### src/rtl/bcd_7seg_display.sv
// bcd_7seg_display: signed binary to four-digit 7-segment driver with sign flag.
// Revision 1.0 - initial release.
`default_nettype none

module bcd_7seg_display #(
  parameter int IN_W     = 12,
  parameter int N_DIGITS = 4,
  parameter int SEG_W    = 7
) (
  input  logic                      clk,
  input  logic                      rst,
  input  logic [IN_W-1:0]           in_Bin,
  output logic [N_DIGITS*SEG_W-1:0] out_displays,
  output logic                      out_Signo
);

  localparam int               BCD_W    = 4 * N_DIGITS;
  localparam logic [SEG_W-1:0] SEG_ZERO = 7'b1000000;

  logic                      sign;
  logic [IN_W-1:0]           mag;
  logic [BCD_W-1:0]          bcd;
  logic [N_DIGITS*SEG_W-1:0] seg_next;

  // Active-low {g,f,e,d,c,b,a}; non-decimal nibbles blank the display.
  function automatic logic [SEG_W-1:0] seg_decode(input logic [3:0] nib);
    logic [SEG_W-1:0] seg;
    case (nib)
      4'd0:    seg = 7'b1000000;
      4'd1:    seg = 7'b1111001;
      4'd2:    seg = 7'b0100100;
      4'd3:    seg = 7'b0110000;
      4'd4:    seg = 7'b0011001;
      4'd5:    seg = 7'b0010010;
      4'd6:    seg = 7'b0000010;
      4'd7:    seg = 7'b1111000;
      4'd8:    seg = 7'b0000000;
      4'd9:    seg = 7'b0010000;
      default: seg = 7'b1111111;
    endcase
    return seg;
  endfunction

  // Unsigned magnitude; -2048 maps to 12'h800 which still reads as 2048.
  assign sign = in_Bin[IN_W-1];
  assign mag  = sign ? ((~in_Bin) + {{(IN_W-1){1'b0}}, 1'b1}) : in_Bin;

  always_comb begin
    bcd = '0;
    for (int i = IN_W - 1; i >= 0; i--) begin
      for (int d = 0; d < N_DIGITS; d++) begin
        if (bcd[4*d +: 4] >= 4'd5) begin
          bcd[4*d +: 4] = bcd[4*d +: 4] + 4'd3;
        end
      end
      bcd = {bcd[BCD_W-2:0], mag[i]};
    end
  end

  generate
    for (genvar g = 0; g < N_DIGITS; g++) begin : g_digit
      assign seg_next[g*SEG_W +: SEG_W] = seg_decode(bcd[4*g +: 4]);
    end
  endgenerate

  always_ff @(posedge clk) begin
    if (rst) begin
      out_displays <= {N_DIGITS{SEG_ZERO}};
      out_Signo    <= 1'b0;
    end else begin
      out_displays <= seg_next;
      out_Signo    <= sign;
    end
  end

endmodule

`default_nettype wire

### config.mk
export PLATFORM = sky130hd
export DESIGN_NAME = bcd_7seg_display
export DESIGN_NICKNAME = d
export VERILOG_FILES = /design/src/rtl/bcd_7seg_display.sv
export SDC_FILE = /design/constraint.sdc
export NUM_CORES = 1
export LEC_CHECK = 0
export CORE_UTILIZATION = 64
export DETAILED_ROUTE_END_ITERATION = 6
export PLACE_DENSITY_LB_ADDON = 0.08
export SYNTH_ARGS = -nofsm -noshare
export SYNTH_HDL_FRONTEND = slang
export SYNTH_SLANG_ARGS = --single-unit
### constraint.sdc
create_clock -name clk -period 38.5 [get_ports clk]
set_input_delay 9.625 -clock clk [delete_from_list [all_inputs] [get_ports clk]]
set_output_delay 9.625 -clock clk [all_outputs]
set_load 0.01 [all_outputs]
# ---- After elaboration in Yosys (flattened, before gate mapping)
# Memory sizes are Yosys's and may differ from the RTL's. A register that Yosys moved wholly into a read port is not among the register bits.
# Index checks and enable logic that the tools add are counted.
dict set report word_totals {
  elab_cells 62
  reg_bits 1
  n_memories 4
  out_inout_bits 29
  romBits 448
  in_bits 14
}
dict set report classes {
  mux 19
  magnitude_cmp 18
  add_sub_neg 19
  bitwise 1
}
# memory depth word_bits read_ports rd_clocked_by_memory_dff wr line_no
set memory_table {}
lappend memory_table {{(name not given)} 16 7 1 1 0 28} ;# case (nib)
lappend memory_table {{(name not given)} 16 7 1 1 0 28}
lappend memory_table {{(name not given)} 16 7 1 1 0 28}
lappend memory_table {{(name not given)} 16 7 1 1 0 28}
# operator count
set ops {}
lappend ops {{$mux 4} 18}
lappend ops {{$add 4x2->4 const B} 15}
lappend ops {{$ge 4x3->1 const B} 15}
lappend ops {{$add 12x1->12 const B} 1}
lappend ops {{$add 3x2->4 const B} 3}
lappend ops {{$mux 12} 1}
lappend ops {{$not 12->12} 1}
lappend ops {{$ge 3x3->1 const B} 3}

# ---- Logic depth before layout (Yosys ltp)
# Gate-level depths: netlist (run 1).
dict set report logic_depth {
  depth_word 21
  depth_mapped 55
  ltp_nobuf 53
}

# ---- Least setup slack after synthesis (run 1)
# No wires, ideal clock.
dict set report synth_timing {
  path_type {in2reg}
  start {input in_Bin[0]}
  end {register out_displays[15]}
  setup_slack_ps 19673
  t_arrival_ps 18756
  t_required_ps 38430
  cell_stages 52
  path_cell_list {clkbuf_1 > inv_1 > ha_1 > clkbuf_1 > a211o_1 > mux2i_1 > or3_1 > and2_1 > ha_1 > inv_1 > o21ai_0 > o221a_2 > xor2_2 > inv_2 > ha_1 > nor2b_1 > o211ai_2 > o21a_4 > [16 not listed] > mux2_2 > o211ai_2 > nand2_1 > ha_1 > a21oi_1 > o211ai_2 > a221oi_4 > nor2_1 > xnor2_2 > inv_2 > ha_1 > a21oi_1 > o21ai_1 > mux2i_4 > inv_2 > ha_1 > or3b_2 > a21oi_1}
}
dict set report synth_via {
  elab_chain_len 21
}
# element line_no
set synth_lines {}
lappend synth_lines {{start: declaration} 12} ;# input logic [IN_W-1:0] in_Bin,
lappend synth_lines {{$not 12->12 (*)} 46} ;# assign mag = sign ? ((~in_Bin) + {{(IN_W-1){1'b0}}, 1'b1}) : in_Bin;
lappend synth_lines {{$add 12x1->12 (*)} 46}
lappend synth_lines {{$mux 12 (*)} 46}
lappend synth_lines {{$add 3x2->4 / $ge 3x3->1 (equally long branches)} {53, 52}}
lappend synth_lines {{$mux 4} 52} ;# if (bcd[4*d +: 4] >= 4'd5) begin
lappend synth_lines {{$add 4x2->4 / $ge 4x3->1 (equally long branches)} {53, 52}}
lappend synth_lines {{$mux 4} 52}
lappend synth_lines {{$add 4x2->4 / $ge 4x3->1 (equally long branches)} {53, 52}}
lappend synth_lines {{[5 not listed]} --}
lappend synth_lines {{$add 4x2->4 / $ge 4x3->1 (equally long branches)} {53, 52}}
lappend synth_lines {{$mux 4} 52}
lappend synth_lines {{$add 4x2->4 (tied with other cells)} 53} ;# bcd[4*d +: 4] = bcd[4*d +: 4] + 4'd3;
lappend synth_lines {{$mux 4} 52}
lappend synth_lines {{$add 4x2->4 / $ge 4x3->1 (equally long branches)} {53, 52}}
lappend synth_lines {{$mux 4} 52}
lappend synth_lines {{$add 4x2->4 / $ge 4x3->1 (equally long branches)} {53, 52}}
lappend synth_lines {{$mux 4} 52}
lappend synth_lines {{end: declaration} 13} ;# output logic [N_DIGITS*SEG_W-1:0] out_displays,
# Mark *: on every way between the ends. The rest lies on a longest branch, timed or not.
# A chain may end at the register's enable or synchronous reset.

# ---- Worst setup path in the final report (run 1)
dict set report layout_timing {
  start {input in_Bin[3]}
  end {register out_displays[15]}
}
dict set report layout_via {
  elab_chain_len 21
}
# element line_no
set layout_lines {}
lappend layout_lines {{$not 12->12} 46}
lappend layout_lines {{$add 12x1->12} 46}
lappend layout_lines {{$mux 12 (*)} 46}
lappend layout_lines {{$add 3x2->4 / $ge 3x3->1 (equally long branches)} {53, 52}}
lappend layout_lines {{$mux 4} 52}
lappend layout_lines {{$add 4x2->4 / $ge 4x3->1 (equally long branches)} {53, 52}}
lappend layout_lines {{$mux 4} 52}
lappend layout_lines {{$add 4x2->4 / $ge 4x3->1 (equally long branches)} {53, 52}}
lappend layout_lines {{[5 not listed]} --}
lappend layout_lines {{$add 4x2->4 / $ge 4x3->1 (equally long branches)} {53, 52}}
lappend layout_lines {{$mux 4} 52}
lappend layout_lines {{$add 4x2->4 (tied with other cells)} 53}
lappend layout_lines {{$mux 4} 52}
lappend layout_lines {{$add 4x2->4 / $ge 4x3->1 (equally long branches)} {53, 52}}
lappend layout_lines {{$mux 4} 52}
lappend layout_lines {{$add 4x2->4 / $ge 4x3->1 (equally long branches)} {53, 52}}
lappend layout_lines {{$mux 4} 52}
# Marked as above.

==> impl_metrics.py, run 1 <==
metrics = {
    "run_status": {
        "outcome": "finished, violations left",
        "violations": "DRC",
    },
    "hold_path": {
        "hp-class": "in2reg",
        "whs_path_depth": 3,
    },
    "yosys": {
        "yosys_warnings": 0,
        "async_flop_share_pct": 0,
        "syn_nets": 605,
        "syn-cell-area_sq_um": 4312,
        "syn_area_per_cell_sq_um": 7.645,
        "yosysSeqAreaShare_pct": 13.46,
        "yosysTopAreaCell": "dfxtp_1",
        "synth_area_leaders": "dfxtp_1 13%, ha_1 7.8%, nand2_1 4.6%",
        "synthFlopType": "dfxtp_1",
        "ys_ff_latch": 29,
        "yosys.area.top_type_share_pct": 13.46,
        "synth_enable_flop_cells": 0,
        "synth.distinct_cells": 98,
        "syn_inst": 564,
    },
    "cts": {
        "postCtsHoldBufs": 0,
        "clk_pin_slew_ns": 0.06,
        "clockBufferDepth": 2,
        "root_buffer": "clkbuf_8",
        "cts_tree": "done",
        "cts_buffers": 5,
        "post-cts-setup-buffers": 0,
        "htree_num_levels": 2,
        "cts_sinks": 29,
        "cts-resized-gates": 0,
    },
    "cells_and_area": {
        "syn_to_final_growth_pct": 12.36,
        "drive_above_1_share_pct": 14.86,
        "fin_nets": 639,
        "multi_input_area_sq_um": 3473,
        "n_antenna_cell": 0,
        "seq_area_sq_um": 580.6,
        "nFillCells": 504,
    },
    "job": {
        "maxCapViolCount": 0,
    },
    "sta": {
        "setup-tns-final_ns": 0,
        "relSlewSlack_pct": 37.04,
        "setup_viol": 0,
        "rsz0062_at_grt": "false",
        "period_share_pct": 53.61,
        "hold_viol": 0,
        "drv_slew": 0,
        "timing.fmax_mhz": 48.45,
        "period_minus_slack_ns": 20.64,
        "tightest_slew_ns": 0.9365,
    },
    "route": {
        "routedWlPerCell_um": 15.18,
        "wl_um": 10260,
        "firstDrtPassIters": 7,
        "drt_iter0_markers": 293,
        "ant_nets": 0,
        "vias": 4418,
        "vias_per_cell": 6.536,
        "drc": 8,
    },
    "placement": {
        "gp_congestion": 0.9148,
        "port_buffers": 42,
        "dp_hpwl_um": 7988,
    },
    "setup_path": {
        "cpPeakStageDelay_ns": 0.85,
        "crit_path_start_kind": "input port",
        "crit_required_ns": 38.69,
        "critPathCaptureType": "register",
        "worst_path_most_repeated_cell": "ha_1",
        "cp.arrival_ns": 20.83,
        "cp.depth": 50,
        "path_buf_inv": 7,
        "path_class": "in2reg",
        "cp_slowest_cell": "nor4_2",
        "crit_fanout": 12,
        "cp_top_family": "simple AND/OR/NAND/NOR gates",
    },
    "grt": {
        "grt_max_degree": 23,
        "antenna_found_initial": 0,
        "grt_remaining_overflow": 0,
        "track_usage_pct": 29.38,
        "grt_pass1_wl_um": 17660,
        "grt_pass1_vias": 4083,
    },
    "die": {
        "die_h_um": 84.08,
        "die_area_sq_um": 7069,
        "coreArea_sq_um": 6422,
        "start_util_pct": 67.13,
        "fp-row-count": 29,
        "die_x_um": 84.08,
        "io_pins": 43,
    },
}
==> registers in the layout (all words and copies together), names as in the netlist <==
register and flops:
out_Signo 1, out_displays 28
==> path summary, 6_finish.rpt <==
check | slack [ns] | endpoint | startpoint
setup / recovery | 17.86 | out_displays[15]$_SDFF_PP0_ | in_Bin[3]
hold / removal | 10.28 | out_displays[4]$_SDFF_PP0_ | in_Bin[0]
==> synthesized netlist by cell type, types with 9 or more instances <==
library cell / instances
o21ai_0: 29
a31oi_1: 11
mux2i_1: 13
nor3_1: 12
a211oi_1: 14
inv_1: 37
a21oi_1: 39
ha_1: 27
nand3_1: 16
nand2_1: 53
mux2_2: 11
o21ai_1: 9
inv_2: 11
and2_1: 10
dfxtp_1: 29
nor2_1: 35
nor2b_1: 9
xnor2_1: 15
clkbuf_1: 12
==> metrics by stage <==
step | util (%) | area [sq um] | hold slack [ns] | setup slack [ns] | instances
finish | 75.43 | 4845 | 10.28 | 17.86 | 676
detailed placement | 74.15 | 4762 | 10.36 | 17.75 | 668
CTS | 75.43 | 4845 | 10.28 | 18.03 | 676
floorplan | - | 4312 | 9.704 | 19.67 | 564
global route | 75.43 | 4845 | 10.30 | 16.99 | 676
global placement | 74.15 | 4762 | 10.36 | 18.28 | 668
==> final cells by class <==
type / count / area share (%)
Tap cell: 77 / 1.989
Sequential cell: 29 / 11.98
Clock buffer: 6 / 1.498
Timing Repair Buffer: 43 / 8.833
Inverter: 49 / 3.796
Multi-Input combinational cell: 470 / 71.69
Clock inverter: 2 / 0.2066
==> metal layers <==
layer | routed length [um] | GRT usage [%]
met3 | 440 | 3.759
met1 | 4679 | 37.38
met4 | 105 | 5.643
met5 | 0 | 0
met2 | 5039 | 52.98
==> layout by cell type, fill, tap and decap left out, types with 9 or more instances in the layout <==
| master | instances |
|---|---|
| a211oi_1 | 14 |
| a21oi_1 | 39 |
| a31oi_1 | 11 |
| and2_1 | 10 |
| clkdlybuf4s50_1 | 42 |
| dfxtp_1 | 29 |
| ha_1 | 27 |
| inv_1 | 37 |
| inv_2 | 11 |
| mux2_2 | 11 |
| mux2i_1 | 13 |
| nand2_1 | 53 |
| nand3_1 | 16 |
| nor2_1 | 35 |
| nor2b_1 | 9 |
| nor3_1 | 12 |
| o21ai_0 | 29 |
| o21ai_1 | 9 |
| xnor2_1 | 15 |
==> tightest hold or removal path: cells and delay by family <==
kind / cells / cell delay (ns)
buf+inv: 1 / 0.61
compound gates: 2 / 0.27
==> cell families after synthesis <==
group / count (synthesis) / synth area share [%]
AND/OR/NAND/NOR: 188 / 22.55
adder cells (fa/ha/maj): 27 / 7.835
AO/OA/AOI/OAI: 203 / 36.42
XOR/XNOR: 25 / 6.297
flip-flops: 29 / 13.46
multiplexers: 27 / 7.458
buffers and inverters: 65 / 5.978
Power of run 1 is not shown: default switching activity piles up to over one toggle a cycle in this logic, so the estimate is an artifact.
==> run 2: changes to the inputs <==
--- a/config.mk
+++ b/config.mk
@@ -5,7 +5,7 @@
 export SDC_FILE = /design/constraint.sdc
 export NUM_CORES = 1
 export LEC_CHECK = 0
-export CORE_UTILIZATION = 64
+export CORE_UTILIZATION = 59
 export DETAILED_ROUTE_END_ITERATION = 6
 export PLACE_DENSITY_LB_ADDON = 0.08
 export SYNTH_ARGS = -nofsm -noshare
==> constraint.sdc (replaced) <==
create_clock -name clk -period 21 [get_ports clk]
set_input_delay 5.25 -clock clk [delete_from_list [all_inputs] [get_ports clk]]
set_output_delay 5.25 -clock clk [all_outputs]
set_load 0.01 [all_outputs]
==> run 2 against run 1 <==
The flow now finishes without violations. Cell area increased by 1.0%. Die area increased by 8.3%. Utilization decreased by 4.9 points. Non-clock buffer count increased by 1. Final cell count increased by 3.0%. Sequential cell count unchanged. Setup slack got worse by 13 ns. Critical path depth increased by 1. Via count about the same.
==> impl_metrics.py, run 2 (same netlist as run 1, synthesis figures left out) <==
metrics = {
    "sta": {
        "setup-tns-final_ns": 0,
        "drv_slew": 0,
        "period_share_pct": 76.01,
        "timing.fmax_mhz": 62.65,
        "whs_ns": 5.858,
        "tightest_slew_ns": 0.9269,
        "relSlewSlack_pct": 37.76,
        "setup_viol": 0,
        "hold_viol": 0,
        "rsz0062_at_grt": "false",
        "period_minus_slack_ns": 15.96,
    },
    "placement": {
        "postPlaceCellArea_sq_um": 4793,
        "dp_hpwl_um": 8088,
        "gp_congestion": 0.9097,
        "port_buffers": 42,
        "dp_cells": 688,
    },
    "hold_path": {
        "hp-class": "in2reg",
    },
    "cts": {
        "clk_pin_slew_ns": 0.07,
        "post-cts-setup-buffers": 0,
        "clockBufferDepth": 2,
        "htree_num_levels": 2,
        "cts_tree": "done",
        "cts-resized-gates": 0,
        "cts_buffers": 5,
        "root_buffer": "clkbuf_8",
        "postCtsHoldBufs": 0,
        "cts_sinks": 29,
    },
    "route": {
        "vias_per_cell": 6.343,
        "routedWlPerCell_um": 15.02,
        "vias": 4415,
        "drt_iter0_markers": 265,
        "wl_um": 10460,
        "drc": 0,
        "firstDrtPassIters": 5,
        "ant_nets": 0,
    },
    "grt": {
        "grt_remaining_overflow": 0,
        "grt_pass1_vias": 4066,
        "grt_pass1_wl_um": 17860,
        "grt_max_degree": 23,
        "antenna_found_initial": 0,
        "track_usage_pct": 28.39,
    },
    "setup_path": {
        "path_class": "in2reg",
        "crit_fanout": 12,
        "critPathCaptureType": "register",
        "worst_path_most_repeated_cell": "ha_1",
        "crit_required_ns": 21.20,
        "cp_slowest_cell": "clkdlybuf4s50_1",
        "crit_path_start_kind": "input port",
        "cp.arrival_ns": 16.17,
        "cpPeakStageDelay_ns": 0.67,
    },
    "cells_and_area": {
        "largest_register_ffs": 28,
        "syn_to_final_growth_pct": 13.52,
        "fin_nets": 640,
        "nFillCells": 592,
        "top_register": "out_displays",
        "instances_no_fill": 696,
        "most-common-layout-cells": "53 x nand2_1, 42 x clkdlybuf4s50_1, 39 x a21oi_1, 37 x inv_1, 35 x nor2_1",
        "layout_commonest_cell": "nand2_1",
        "n_antenna_cell": 0,
        "reg_top3": "out_displays (28), out_Signo (1)",
        "drive_above_1_share_pct": 15.17,
        "seq_area_sq_um": 580.6,
        "multi_input_area_sq_um": 3473,
        "final_area_sq_um": 4895,
    },
    "die": {
        "die_area_sq_um": 7654,
        "start_util_pct": 62.09,
        "io_pins": 43,
        "fp-row-count": 30,
        "coreArea_sq_um": 6944,
        "die_x_um": 87.49,
        "die_h_um": 87.49,
    },
    "run_status": {
        "outcome": "complete, no violations",
    },
    "job": {
        "maxCapViolCount": 0,
    },
}
run 2: worst paths after layout:
check | endpoint | slack (ns) | start | depth (start not counted)
worst max-delay path | out_displays[15]$_SDFF_PP0_ | 5.04 | in_Bin[0] | 51
worst min-delay path | out_displays[4]$_SDFF_PP0_ | 5.86 | in_Bin[0] | 3
run 2: through the flow:
step | worst slack (ns) | util (%)
2_1_floorplan | 6.548 | -
3_3_place_gp | 5.413 | 69.03
3_5_place_dp | 4.929 | 69.03
4_1_cts | 5.162 | 70.49
5_1_grt | 4.039 | 70.49
6_report | 5.037 | 70.49
run 2: layer usage:
layer  share of wire [%]  routed length (um)  vias to the layer above  global-route usage [%]
met5                   0                   0                        -                       0
met4                 1.0                 106                        0                   6.557
met3                 3.8                 398                       14                   5.024
met2                  49                5163                      111                   50.07
met1                  46                4788                     2100                   35.76
li1                    -                   -                     2190                       -
run 2: layout make-up:
type                    count  share of cell area, %
repair buffers             44                  8.896
inverters                  49                  3.758
clock inverters             1                 0.1022
flip-flops and latches     29                  11.86
clock buffers               7                  1.968
well taps                  96                  2.454
multi-input cells         470                  70.96
run 2: worst max-delay path: cells and delay by family:
kind / cells / cell delay, ns
buffers and inverters: 8 / 1.41
AOI/OAI and AO/OA: 16 / 2.89
muxes: 4 / 1.29
adders and majority gates: 9 / 2.36
and+or+nand+nor: 10 / 2.02
xor gates and xnor gates: 4 / 0.97
Power of run 2 is left out for the same reason.
